File: config.mk
export PLATFORM = sky130hd
export DESIGN_NAME = zero_count_pattern_gen
export DESIGN_NICKNAME = d
export VERILOG_FILES = /design/src/rtl/zero_count_pattern_gen.sv
export SDC_FILE = /design/constraint.sdc
export NUM_CORES = 1
export LEC_CHECK = 0
export ABC_CLOCK_PERIOD_IN_PS = 7000
export CAP_MARGIN = 20
export CORE_ASPECT_RATIO = 0.9
export CORE_MARGIN = 5
export CORE_UTILIZATION = 55
export DETAILED_ROUTE_END_ITERATION = 16
export PLACE_DENSITY = 0.81
export SYNTH_ARGS = -nofsm -noshare
export SYNTH_HDL_FRONTEND = slang
export SYNTH_SLANG_ARGS = --single-unit
File: constraint.sdc
create_clock -name clk -period 7 [get_ports clk]
set_clock_uncertainty 0.15 [all_clocks]
set_input_delay 1.75 -clock clk [delete_from_list [all_inputs] [get_ports clk]]
set_output_delay 1.75 -clock clk [all_outputs]
set_load 0.03 [all_outputs]
File: src/rtl/zero_count_pattern_gen.sv
// Emits, in ascending order, every WIDTH-bit value with exactly K zero bits, one per valid/ready transfer.
// Optional self-check of emitted zero counts with sticky chk_err when ZERO_CHECK_EN is defined.
module zero_count_pattern_gen #(
    parameter int WIDTH = 8,
    parameter int KW    = 4,
    parameter int IDX_W = 7
) (
    input  logic             clk,
    input  logic             rst,
    input  logic             start,
    input  logic [KW-1:0]    zero_cnt,
    input  logic             ready,
    output logic [WIDTH-1:0] data,
    output logic             valid,
    output logic             last,
    output logic [IDX_W-1:0] idx,
    output logic             busy,
    output logic             done,
    output logic             err
`ifdef ZERO_CHECK_EN
    ,
    output logic             chk_err
`endif
);

    typedef enum logic {IDLE, RUN} state_t;

    state_t           state_q, state_d;
    logic [WIDTH-1:0] data_q, data_d;
    logic [IDX_W-1:0] idx_q, idx_d;
    logic [KW-1:0]    k_q, k_d;
    logic             last_q, last_d;
    logic             done_q, done_d;
    logic             err_q, err_d;
    logic [WIDTH-1:0] first_pat, next_pat, final_pat_new, final_pat_cur;

    // Lowest (WIDTH-k) bits set: smallest value with k zeros.
    function automatic logic [WIDTH-1:0] first_pattern(input logic [KW-1:0] k);
        logic [WIDTH-1:0] p;
        for (int i = 0; i < WIDTH; i++) p[i] = (i < (WIDTH - int'(k)));
        return p;
    endfunction

    // Highest (WIDTH-k) bits set: largest value with k zeros.
    function automatic logic [WIDTH-1:0] final_pattern(input logic [KW-1:0] k);
        logic [WIDTH-1:0] p;
        for (int i = 0; i < WIDTH; i++) p[i] = (i >= int'(k));
        return p;
    endfunction

    // Gosper's step on a WIDTH+1 bit intermediate so the ripple carry survives.
    function automatic logic [WIDTH-1:0] next_pattern(input logic [WIDTH-1:0] x);
        logic [WIDTH:0] xe, c, r, t;
        int             sh;
        xe = {1'b0, x};
        c  = xe & (~xe + 1'b1);
        r  = xe + c;
        sh = 0;
        for (int i = 0; i <= WIDTH; i++) if (c[i]) sh = i;
        t  = ((r ^ xe) >> 2) >> sh;
        return WIDTH'(t | r);
    endfunction

    assign first_pat     = first_pattern(zero_cnt);
    assign final_pat_new = final_pattern(zero_cnt);
    assign final_pat_cur = final_pattern(k_q);
    assign next_pat      = next_pattern(data_q);

    always_comb begin
        state_d = state_q;
        data_d  = data_q;
        idx_d   = idx_q;
        k_d     = k_q;
        last_d  = last_q;
        done_d  = 1'b0;
        err_d   = 1'b0;
        case (state_q)
            IDLE: begin
                if (start) begin
                    if (zero_cnt > KW'(WIDTH)) begin
                        err_d = 1'b1;
                    end else begin
                        state_d = RUN;
                        k_d     = zero_cnt;
                        data_d  = first_pat;
                        idx_d   = '0;
                        last_d  = (first_pat == final_pat_new);
                    end
                end
            end
            RUN: begin
                if (ready) begin
                    if (last_q) begin
                        state_d = IDLE;
                        last_d  = 1'b0;
                        done_d  = 1'b1;
                    end else begin
                        data_d = next_pat;
                        idx_d  = idx_q + 1'b1;
                        last_d = (next_pat == final_pat_cur);
                    end
                end
            end
            default: state_d = IDLE;
        endcase
    end

    always_ff @(posedge clk or posedge rst) begin
        if (rst) begin
            state_q <= IDLE;
            data_q  <= '0;
            idx_q   <= '0;
            k_q     <= '0;
            last_q  <= 1'b0;
            done_q  <= 1'b0;
            err_q   <= 1'b0;
        end else begin
            state_q <= state_d;
            data_q  <= data_d;
            idx_q   <= idx_d;
            k_q     <= k_d;
            last_q  <= last_d;
            done_q  <= done_d;
            err_q   <= err_d;
        end
    end

    assign data  = data_q;
    assign valid = (state_q == RUN);
    assign busy  = (state_q == RUN);
    assign last  = last_q;
    assign idx   = idx_q;
    assign done  = done_q;
    assign err   = err_q;

`ifdef ZERO_CHECK_EN
    logic chk_err_q, chk_err_d;
    logic [KW-1:0] data_zeros;

    function automatic logic [KW-1:0] count_zeros(input logic [WIDTH-1:0] d);
        logic [KW-1:0] n;
        n = '0;
        for (int i = 0; i < WIDTH; i++) if (!d[i]) n = n + 1'b1;
        return n;
    endfunction

    assign data_zeros = count_zeros(data_q);

    always_comb begin
        chk_err_d = chk_err_q;
        if (valid && (data_zeros != k_q)) chk_err_d = 1'b1;
    end

    always_ff @(posedge clk or posedge rst) begin
        if (rst) chk_err_q <= 1'b0;
        else     chk_err_q <= chk_err_d;
    end

    assign chk_err = chk_err_q;
`endif

endmodule

## After elaboration in Yosys (flattened, before gate mapping)

Index checks and enable logic that the tools add are counted.

- Memories kept: 0
- Bits of input ports: 8
- Bits in registers: 23
- Bits in writable memories: 0
- Memory bits (read-only): 0
- Bits in latches: 0

- Div/mod/pow operators: 0
- Add/subtract/negate cells: 4
- $mul: 0
- Eq/ne operators: 6
- Mux-type cells: 34
- Shift operators: 1
- Order comparisons: 25
- Reduce and logical (&&, ||, !) cells: 3
- Bitwise gates (word level): 6

Operators by type and width:

| cell | count |
|---|---|
| 2-to-1 mux 32 bit | 7 |
| >= comparator 3 x 4 -> 1 bit, first input constant | 8 |
| 2-to-1 mux 8 bit | 4 |
| >> shifter 7 x 32 -> 8 bit | 1 |
| 2-to-1 mux 7 bit | 4 |
| less-than comparator 4 x 5 -> 1 bit, first input constant | 4 |
| equality test 8 bit | 2 |
| >= comparator 1 x 4 -> 1 bit, first input constant | 4 |
| >= comparator 2 x 4 -> 1 bit, first input constant | 4 |
| case mux 8 bit (2 select lines) | 1 |
| 2-to-1 mux 1 bit | 15 |
| case mux 7 bit (2 select lines) | 1 |
| less-than comparator 3 x 5 -> 1 bit, first input constant | 2 |
| adder 8 x 9 -> 9 bit | 1 |
| adder 9 x 1 -> 9 bit, second input constant | 1 |
| bitwise AND 8 x 9 -> 9 bit | 1 |
| inverter 8 -> 9 bit | 1 |
| XOR 9 x 8 -> 9 bit | 1 |
| inequality test 2 bit, second input constant | 4 |
| bitwise OR 8 bit | 1 |
| adder 7 x 1 -> 7 bit, second input constant | 1 |
| AND reduction 3 bit | 2 |
| less-than comparator 1 x 5 -> 1 bit, first input constant | 1 |
| less-than comparator 2 x 5 -> 1 bit, first input constant | 1 |
| 5 further kinds | 7 |

## Depth between registers and ports, before layout

Gate-level depths: netlist (run 1).

- Depth after elaboration: 17
- Mapped depth: 10
- Depth with buffers taken out: 9

## Worst setup path after synthesis (run 1)

No wires, ideal clock.

- Kind: input to register
- From: in zero_cnt[0]
- To: reg data_q[0], in the netlist data[0]
- Arrival: 3256 ps
- Stages on the path: 7
- Required time: 6724 ps
- Setup slack: 3468 ps
- Path buffers: 3
- Cells stage by stage: clkbuf_1 o31ai_1 nand3_1 clkbuf_1 a22o_1 clkbuf_1 a221o_1

- Longest elaborated chain between the ends: 5

Ends and longest elaborated chain:

| element | RTL line | text |
|---|---|---|
| start: declaration | 11 | `input logic [KW-1:0] zero_cnt,` |
| subtractor 4 x 4 -> 5 bit | 40 | `for (int i = 0; i < WIDTH; i++) p[i] = (i < (WIDTH - int'(k)));` |
| less-than comparator 1 x 5 -> 1 bit | 40 |  |
| 2-to-1 mux 8 bit | 80 | `if (zero_cnt > KW'(WIDTH)) begin` |
| 2-to-1 mux 8 bit | 79 | `if (start) begin` |
| case mux 8 bit (2 select lines) | 77 | `case (state_q)` |
| end signal: assignment | 119 | `data_q <= data_d;` |
| end: declaration | 29 | `logic [WIDTH-1:0] data_q, data_d;` |

Several ways; a longest one is shown, not always the timed one. The select of a mux whose other input is x is not followed.
A chain may end at the register's enable or synchronous reset.

## Final worst setup path (run 1)

- From: in zero_cnt[2]
- To: reg idx_q[5], in the netlist idx[5]

- Longest elaborated chain between the ends: 3

Ends and longest elaborated chain:

| element | RTL line | text |
|---|---|---|
| greater-than comparator 4 bit | 80 |  |
| inequality test 2 bit (no line) | - |  |
| AND reduction 4 bit (no line) | - |  |
| end signal: assignment | 120 | `idx_q <= idx_d;` |
| end: declaration | 30 | `logic [IDX_W-1:0] idx_q, idx_d;` |

No other way between the ends.

==> results of run 1 <==
-- sequential cells by signal (all words and copies together) (netlist names) --
signal and count:
k_q 4, busy 1, done 1, idx 7, data 8, err 1, last 1
-- worst reg2reg max path: stages (launching register included) --
cell                      delay, ns
sky130_fd_sc_hd__dfrtp_1       0.78
sky130_fd_sc_hd__and2b_1       0.27
sky130_fd_sc_hd__a211o_1       0.31
sky130_fd_sc_hd__a21bo_2       0.21
sky130_fd_sc_hd__a21oi_1       0.06
sky130_fd_sc_hd__nor3_1        0.51
sky130_fd_sc_hd__mux2i_1       0.26
sky130_fd_sc_hd__mux2i_1       0.10
sky130_fd_sc_hd__o41ai_2       0.34
-- layout make-up --
class                      count  area (µm²)
sequential                    23         576
timing repair buffer          27         270
tap                           46        57.6
multi-input combinational    213        1360
clock buffer                   3        41.3
clock inverter                 1        5.00
inverter                      13        48.8
fill                         320        1320
-- layout by cell type, fill, tap and decap left out, drive strengths merged, types with 2 or more instances in the layout --
cell,Yosys,final
a2111oi,2,2
a21o,4,4
a21oi,25,25
a221o,3,3
a22o,2,2
a31oi,2,2
and2,2,2
and3,4,4
clkbuf,12,3
clkdlybuf4s50,0,27
dfrtp,23,23
ha,4,4
inv,13,13
mux2,2,2
mux2i,4,4
nand2,32,32
nand2b,4,4
nand3,6,6
nand4,3,3
nor2,25,25
nor2b,4,4
nor3,11,11
nor4,3,3
o211ai,4,4
o21ai,20,20
o221ai,3,3
o2bb2ai,2,2
o31ai,3,3
o32ai,3,3
or2,4,4
or3,4,4
xnor2,2,2
xor2,7,7
-- cells by family (layout without fill, tap and decap cells) --
| group | after synthesis | in the layout | synth area share (%) |
|---|---|---|---|
| buf+inv | 31 | 44 | 6.52 |
| compound gates | 89 | 89 | 30.2 |
| simple gates | 105 | 105 | 26.3 |
| flops | 23 | 23 | 27.8 |
| xor+xnor | 9 | 9 | 3.80 |
| fa+ha+maj | 4 | 4 | 2.41 |
| mux | 6 | 6 | 3.02 |
-- path summary, 6_finish.rpt --
path	slack, ns	start	to
hold reg to reg	0.43	idx[1]	idx[1]
min in group asynchronous	1.80	rst	err
hold / removal	0.43	idx[1]	idx[1]
max in group asynchronous	4.37	rst	k_q[0]
setup reg to reg	3.91	data[1]	last
setup / recovery	2.66	zero_cnt[2]	idx[5]
-- power groups by stage --
| stage | combinational, mW | clock [mW] | sequential, mW |
|---|---|---|---|
| floorplan | 0.546 | 0 | 0.311 |
| CTS | 0.722 | 0.0873 | 0.322 |
| detailed placement | 0.717 | 0 | 0.325 |
| global placement | 0.704 | 0 | 0.323 |
| finish | 0.723 | 0.0871 | 0.323 |
| global route | 0.795 | 0.0911 | 0.340 |
-- synth_stat cells (3+ instances only) --
library cell / count / area, µm²
sky130_fd_sc_hd__nor3_1: 10 / 50.1
sky130_fd_sc_hd__mux2i_1: 4 / 40.0
sky130_fd_sc_hd__nand2_1: 32 / 120
sky130_fd_sc_hd__ha_1: 4 / 50.1
sky130_fd_sc_hd__a21o_1: 4 / 30.0
sky130_fd_sc_hd__nand2b_1: 4 / 25.0
sky130_fd_sc_hd__o21ai_1: 7 / 35.0
sky130_fd_sc_hd__clkbuf_1: 12 / 45.0
sky130_fd_sc_hd__o211ai_1: 3 / 22.5
sky130_fd_sc_hd__a221o_1: 3 / 30.0
sky130_fd_sc_hd__inv_1: 12 / 45.0
sky130_fd_sc_hd__o21ai_0: 12 / 60.1
sky130_fd_sc_hd__o32ai_1: 3 / 26.3
sky130_fd_sc_hd__o31ai_1: 3 / 22.5
sky130_fd_sc_hd__nor2_1: 23 / 86.3
sky130_fd_sc_hd__nor2b_1: 4 / 25.0
sky130_fd_sc_hd__dfrtp_1: 23 / 576
sky130_fd_sc_hd__or2_1: 3 / 18.8
sky130_fd_sc_hd__xor2_1: 7 / 61.3
sky130_fd_sc_hd__buf_2: 3 / 15.0
sky130_fd_sc_hd__or3_1: 3 / 18.8
sky130_fd_sc_hd__nand3_1: 5 / 25.0
sky130_fd_sc_hd__nand4_1: 3 / 18.8
sky130_fd_sc_hd__a21oi_1: 25 / 125
sky130_fd_sc_hd__and3_1: 4 / 25.0
-- layer usage --
layer	up-vias	wire length [µm]
met3	5	219
met4	0	30
met2	45	2440
met5	-	0
met1	942	2470
li1	1003	-
-- through the flow --
step	hold WS, ns	area, µm²	worst slack (ns)	std cells	util, %
floorplan	0.393	2070	3.47	267	-
global placement	0.400	2310	2.52	322	62.9
detailed placement	0.411	2310	2.41	322	62.9
CTS	0.431	2360	2.71	326	64.2
global route	0.440	2360	2.42	326	64.2
finish	0.427	2360	2.66	326	64.2
==> results summary, run 1 <==
The cell area after synthesis is 2070 µm². The path class of the lowest-slack min-delay path is reg -> reg. The most used flip-flop cell after synthesis is sky130_fd_sc_hd__dfrtp_1. From synthesis to final layout, the design area changed by 13.9%.

The number of nets in the synthesized netlist is 279. The largest net degree at the start of global routing is 24. The number of cells on the worst reg-to-reg path is 8. The proportion of total power due to net switching is 53.1%. The post-CTS setup repair buffer count is 0. The flow ran to the end, and the final reports show no timing, DRC or antenna violations. The count of hold buffers inserted by post-cts repair came out at 0. Setup repair after global routing left no endpoint under its margin. The placeable core area is approximately 3700 µm².

Of the synthesized area, sequential elements account for between 20 and 30%. The initial antenna violation count is 0. The relative slew slack came out at between 40 and 50%. The repair_antennas step left the layout with diodes totalling 0. The total track usage is 22.0%. IR analysis of the VDD net gives a maximum drop of 209 µV. The post-route setup TNS came out at 0 ns. In this run the number of H-tree levels came out at 1. The die outline height came out at 68.2 µm. The number of stages on the worst setup path is 8. The starting density of the core came out at between 50% and 60%.

The cell with the biggest individual delay on the critical path is sky130_fd_sc_hd__clkdlybuf4s50_1. The tree is rooted in a sky130_fd_sc_hd__clkbuf_8. The share of synthesized flip-flops with an asynchronous set or reset came out at 100%.

The number of violations of the max-capacitance limit came out at 0. The power share of the combinational group came out at 63.8%. The clock latency of the later-clocked register in the worst-skew pair is about 0.27 ns. The kind of cell with the highest combined delay along the critical path is compound AO/OA/AOI/OAI gates. The half-perimeter wire length of the detailed placement result came out at 3800 µm. The measured slew at the worst slew-check pin came out at 0.867 ns.

The final-report hold violation count is 0. The critical path goes through clkdlybuf4s50_1, o31ai_1, nand3_1, a22oi_1, nand4_1, or2_1, xor2_1, nor2_1. The weighted congestion at the end of routability-driven global placement is 0.876.

The sequential share of power came out at 28.5%. The warning count from the yosys run came out at 0. The wire length reported by the detailed router came out at 5170 µm.

In this run the mean area of a mapped cell was slightly below 8 µm². Row generation in the floorplan step produced 21 rows. In the final routed layout, each cell accounts on average for approximately 16 µm. During I/O placement, the number of pins put on the boundary was 28.

The internal power came out at 531 µW. The startpoint type of the worst setup path is an input port. The clock period minus worst slack is approximately 4.3 ns. The distinct cell type count of the synthesized netlist is 66. met2 is the most crowded layer. The die width came out at 74.7 µm. The worst path uses 62.0% of the clock period. The TritonCTS sink count came out at 23. The via density per instance came out at between 6 and 7. Global routing used 35.2% of the available met2 tracks. The first-iteration detailed-routing DRC count is 114. The met1 demand-to-capacity share in global routing came out at 31.8%. The clock network accounts for a little under 8% of the total power. The category of the worst setup path capture point is a register. For this run, design rule violations remaining after detail routing come to 0. The residual overflow from global routing came out at 0. Input and output buffers added on the ports amount to 27.

The data arrival time of the critical path is approximately 4.4 ns. The via count of the routed design is 1995. The worst-path maximum fanout came out at 12. Setup violations remaining at the end of the flow were counted as 0.

The number of antenna-violating nets in the routed design is 0. The die area is 5100 µm². The global-route met3 utilization came out at 3.08%.

The number of max-slew violations in the final report is 0. The required time of the worst setup path came out at 7.01 ns. The number of CTS-inserted buffers came out at 3. The post-synthesis sequential element count is 23.

The net count of the finished layout came out at 293. The first-pass detailed-route iteration total came out at 4. Of the cells placed in the final design, the portion with a size suffix greater than 1 is 7.50%. The post-synthesis cell count is 267. The number of buffers and inverters on the critical path came out at 1. The global-route wire length before repair came out at ~8700 µm.

The maximum clock path buffer count came out at 2. The power per unit of standard cell area came out at 480 nW/µm². The number of enable flip-flop cells after synthesis is 0.

Static timing analysis puts the maximum clock frequency at 230 MHz. On the worst path, the slowest cell contributes a delay of 0.61 ns. The number of global-route vias before repair came out at roughly 1800. The clock-pin slew on the worst setup and hold paths came out at 0.09 ns. The critical path class is in -> reg. The design draws 1.13 mW. TritonCTS built the clock tree. The number of cells on the worst hold path came out at 1. The quantity of gates resized following cts is 0. The static leakage power came out at approximately 0.98 nW. The switching power total came out at 602 µW.
No activity file was read; power rests on OpenSTA's default activity.
==> run 2, diff against run 1 <==
ABC_CLOCK_PERIOD_IN_PS = 3550   (was 7000)
CORE_UTILIZATION = 50   (was 55)
PLACE_DENSITY = 0.78   (was 0.81)
clock period = 3.55 ns   (was 7 ns; I/O delays follow)
==> run 2 against run 1 <==
  * Total power rose by 100%
  * Clock-buffer cell count did not move
  * Core utilization fell by 4.3 points
  * Worst setup slack got worse by 2.1 ns
  * Critical path depth did not move
  * Non-clock buffer count rose by 8
  * Hold slack got worse by 0.018 ns
  * Via count rose by 2.1%
  * Cell count rose by 3.1%
  * Sequential cell count did not move
  * Wire length rose by 4.6%
  * Critical path type is now reg -> reg
  * Largest cell class unchanged
  * Largest power group unchanged
==> results summary, run 2 (same netlist as run 1, synthesis figures left out) <==
The path class of the lowest-slack min-delay path is reg -> reg. The static leakage power is 1.02 nW. In the layout the commonest cells are 32 x sky130_fd_sc_hd__nand2_1, 27 x sky130_fd_sc_hd__clkdlybuf4s50_1, 25 x sky130_fd_sc_hd__a21oi_1.

The sum of internal, switching and leakage power came out at 2.27 mW. The weighted congestion at the end of routability-driven global placement is 0.958. The top-level I/O count is 28.

0 antenna diodes ended up in the layout. The measured slew at the worst slew-check pin is 0.902 ns. The delay contributed by the slowest stage of the critical path is 0.73 ns.

STA classifies the critical path endpoint as a register. The starting density of the core came out at about 51%. The via count of the routed design is 2037.

The first detailed-routing pass ran for 4 iterations. The residual overflow from global routing came out at 0. The die covers 5540 µm². The required time of the worst setup path is 3.57 ns. After the last flow step, the layout net total stands at 301. The post-route netlist has 10.1% of its cells at a drive strength greater than 1.

Dividing the detail-routed via count by the number of cells gives between 6 and 7. TritonCTS built the clock tree. The clock period minus worst slack came out at approximately 3 ns.

The number of global-route vias before repair was 1847. The startpoint type of the worst setup path is a register. The register with the most flip-flops in the layout has 8 of them.

The post-CTS setup repair buffer count came out at 0. In this run the deepest clock path goes through 2 buffers. The die outline height came out at between 70 and 80 µm. The total of buffers placed on input and output ports came out at 27. The slowest stage of the critical path belongs to the cell sky130_fd_sc_hd__dfrtp_1. Clock tree synthesis inserted a total of 3 buffers. The floorplan has 22 rows. The half-perimeter wire length of the detailed placement result came out at 4050 µm. The number of antenna-violating nets in the routed design came out at 0.

The power per unit of standard cell area came out at 938 nW/µm². The cell that appears most often on the critical path is sky130_fd_sc_hd__mux2i_1. The fraction of the cycle the final worst path needs is 83.6%.

The flow ran to the end, and the final reports show no timing, DRC or antenna violations. The wire length reported by the detailed router is 5410 µm. The final-report setup violation count came out at 0. In this run the number of H-tree levels came out at 1.

The quantity of gates resized following cts is 0. The library cell used most frequently in the layout, excluding fill and tap cells, is sky130_fd_sc_hd__nand2_1. The first-iteration detailed-routing DRC count came out at 153. The clock latency of the later-clocked register in the worst-skew pair came out at around 0.27 ns.

Based on the critical path, the design can be clocked at up to 337 MHz. The total track usage is about a fifth. The count of hold buffers inserted by post-cts repair is 0. The synthesis-to-finish area growth came out at 16.9%. Setup repair after global routing left no endpoint under its margin.

The data arrival time of the critical path is 2.99 ns. The number of violations of the max-capacitance limit came out at 0. The number of placed instances with taps included came out at about 330. The post-route setup TNS came out at 0 ns. The cell at the root of the clock tree is sky130_fd_sc_hd__clkbuf_8. In this run the worst path has a maximum fanout of 18.

The number of filler cells placed in the layout is 367. Entering global routing, the biggest net connects 24 pins. The signal on the critical path passes through nor2_4, o211ai_2, a21o_1, a21oi_1, nor3_1, mux2i_1, mux2i_1, o41ai_2. The number of max-slew violations in the final report is 0. The clock-pin slew on the worst setup and hold paths came out at 0.09 ns.

The placeable core area is 4050 µm². IR analysis of the VDD net gives a maximum drop of 309 µV. The DRC violation count after routing is 0. From left edge to right edge, the die measures 77.9 µm.

The final-report hold violation count is 0. The TritonCTS sink count is 23. The initial antenna violation count came to 0. The global-route wire length before repair is 9060 µm. The relative slew slack is 39.8%.

By startpoint and endpoint, the worst setup path is classified as reg -> reg. The non-filler instance count after layout is 336. Dividing the detail-routed wire length by the instance count gives 16.1 µm.
run 2: changes by cell type in the layout (fill, tap and decap cells not counted), sizes merged:
cell  previous run  this run
buf              0         8
run 2: per-stage QoR:
stage	hold slack, ns	utilization (%)	instance area [µm²]	setup slack [ns]
after detailed placement	0.398	58.8	2380	0.387
after floorplan	0.393	-	2070	0.880
after global placement	0.397	58.8	2380	0.438
after CTS	0.424	59.9	2420	0.637
final	0.409	59.9	2420	0.583
after global routing	0.464	59.9	2420	0.385
run 2: layer usage:
metal,share of wire [%],vias to the layer above,GRT usage [%]
met1,46,947,27.3
met3,5.1,13,3.18
met4,2.1,0,8.21
met2,47,59,31.6
met5,0,-,0
li1,-,1018,-
run 2: area by class of cell:
cell class / count / area, µm² / share of cell area (%)
timing repair buffer: 35 / 330 / 13.6
inverter: 13 / 48.8 / 2.01
sequential: 23 / 576 / 23.7
multi-input combinational: 213 / 1360 / 56.2
clock inverter: 1 / 5.00 / 0.207
tap: 48 / 60.1 / 2.48
clock buffer: 3 / 41.3 / 1.70
run 2: critical path: cells and delay by family, from the launching register on:
kind / cells / cell delay [ns]
AOI/OAI and AO/OA: 4 / 0.98
DFF: 1 / 0.73
muxes: 2 / 0.37
and+or+nand+nor: 2 / 0.63
run 2: final timing paths:
path,start,end,slack (ns),cells after the start
hold / removal,idx[6],idx[6],0.41,2
max in group asynchronous,rst,idx[4],1.74,2
hold reg to reg,idx[6],idx[6],0.41,2
setup reg to reg,data[2],last,0.58,8
setup / recovery,data[2],last,0.58,8
min in group asynchronous,rst,busy,0.95,2
run 2: power breakdown:
part,internal (mW),total (mW),switching [mW]
clock,0.0786,0.168,0.0893
combinational,0.638,1.50,0.865
sequential,0.355,0.603,0.247
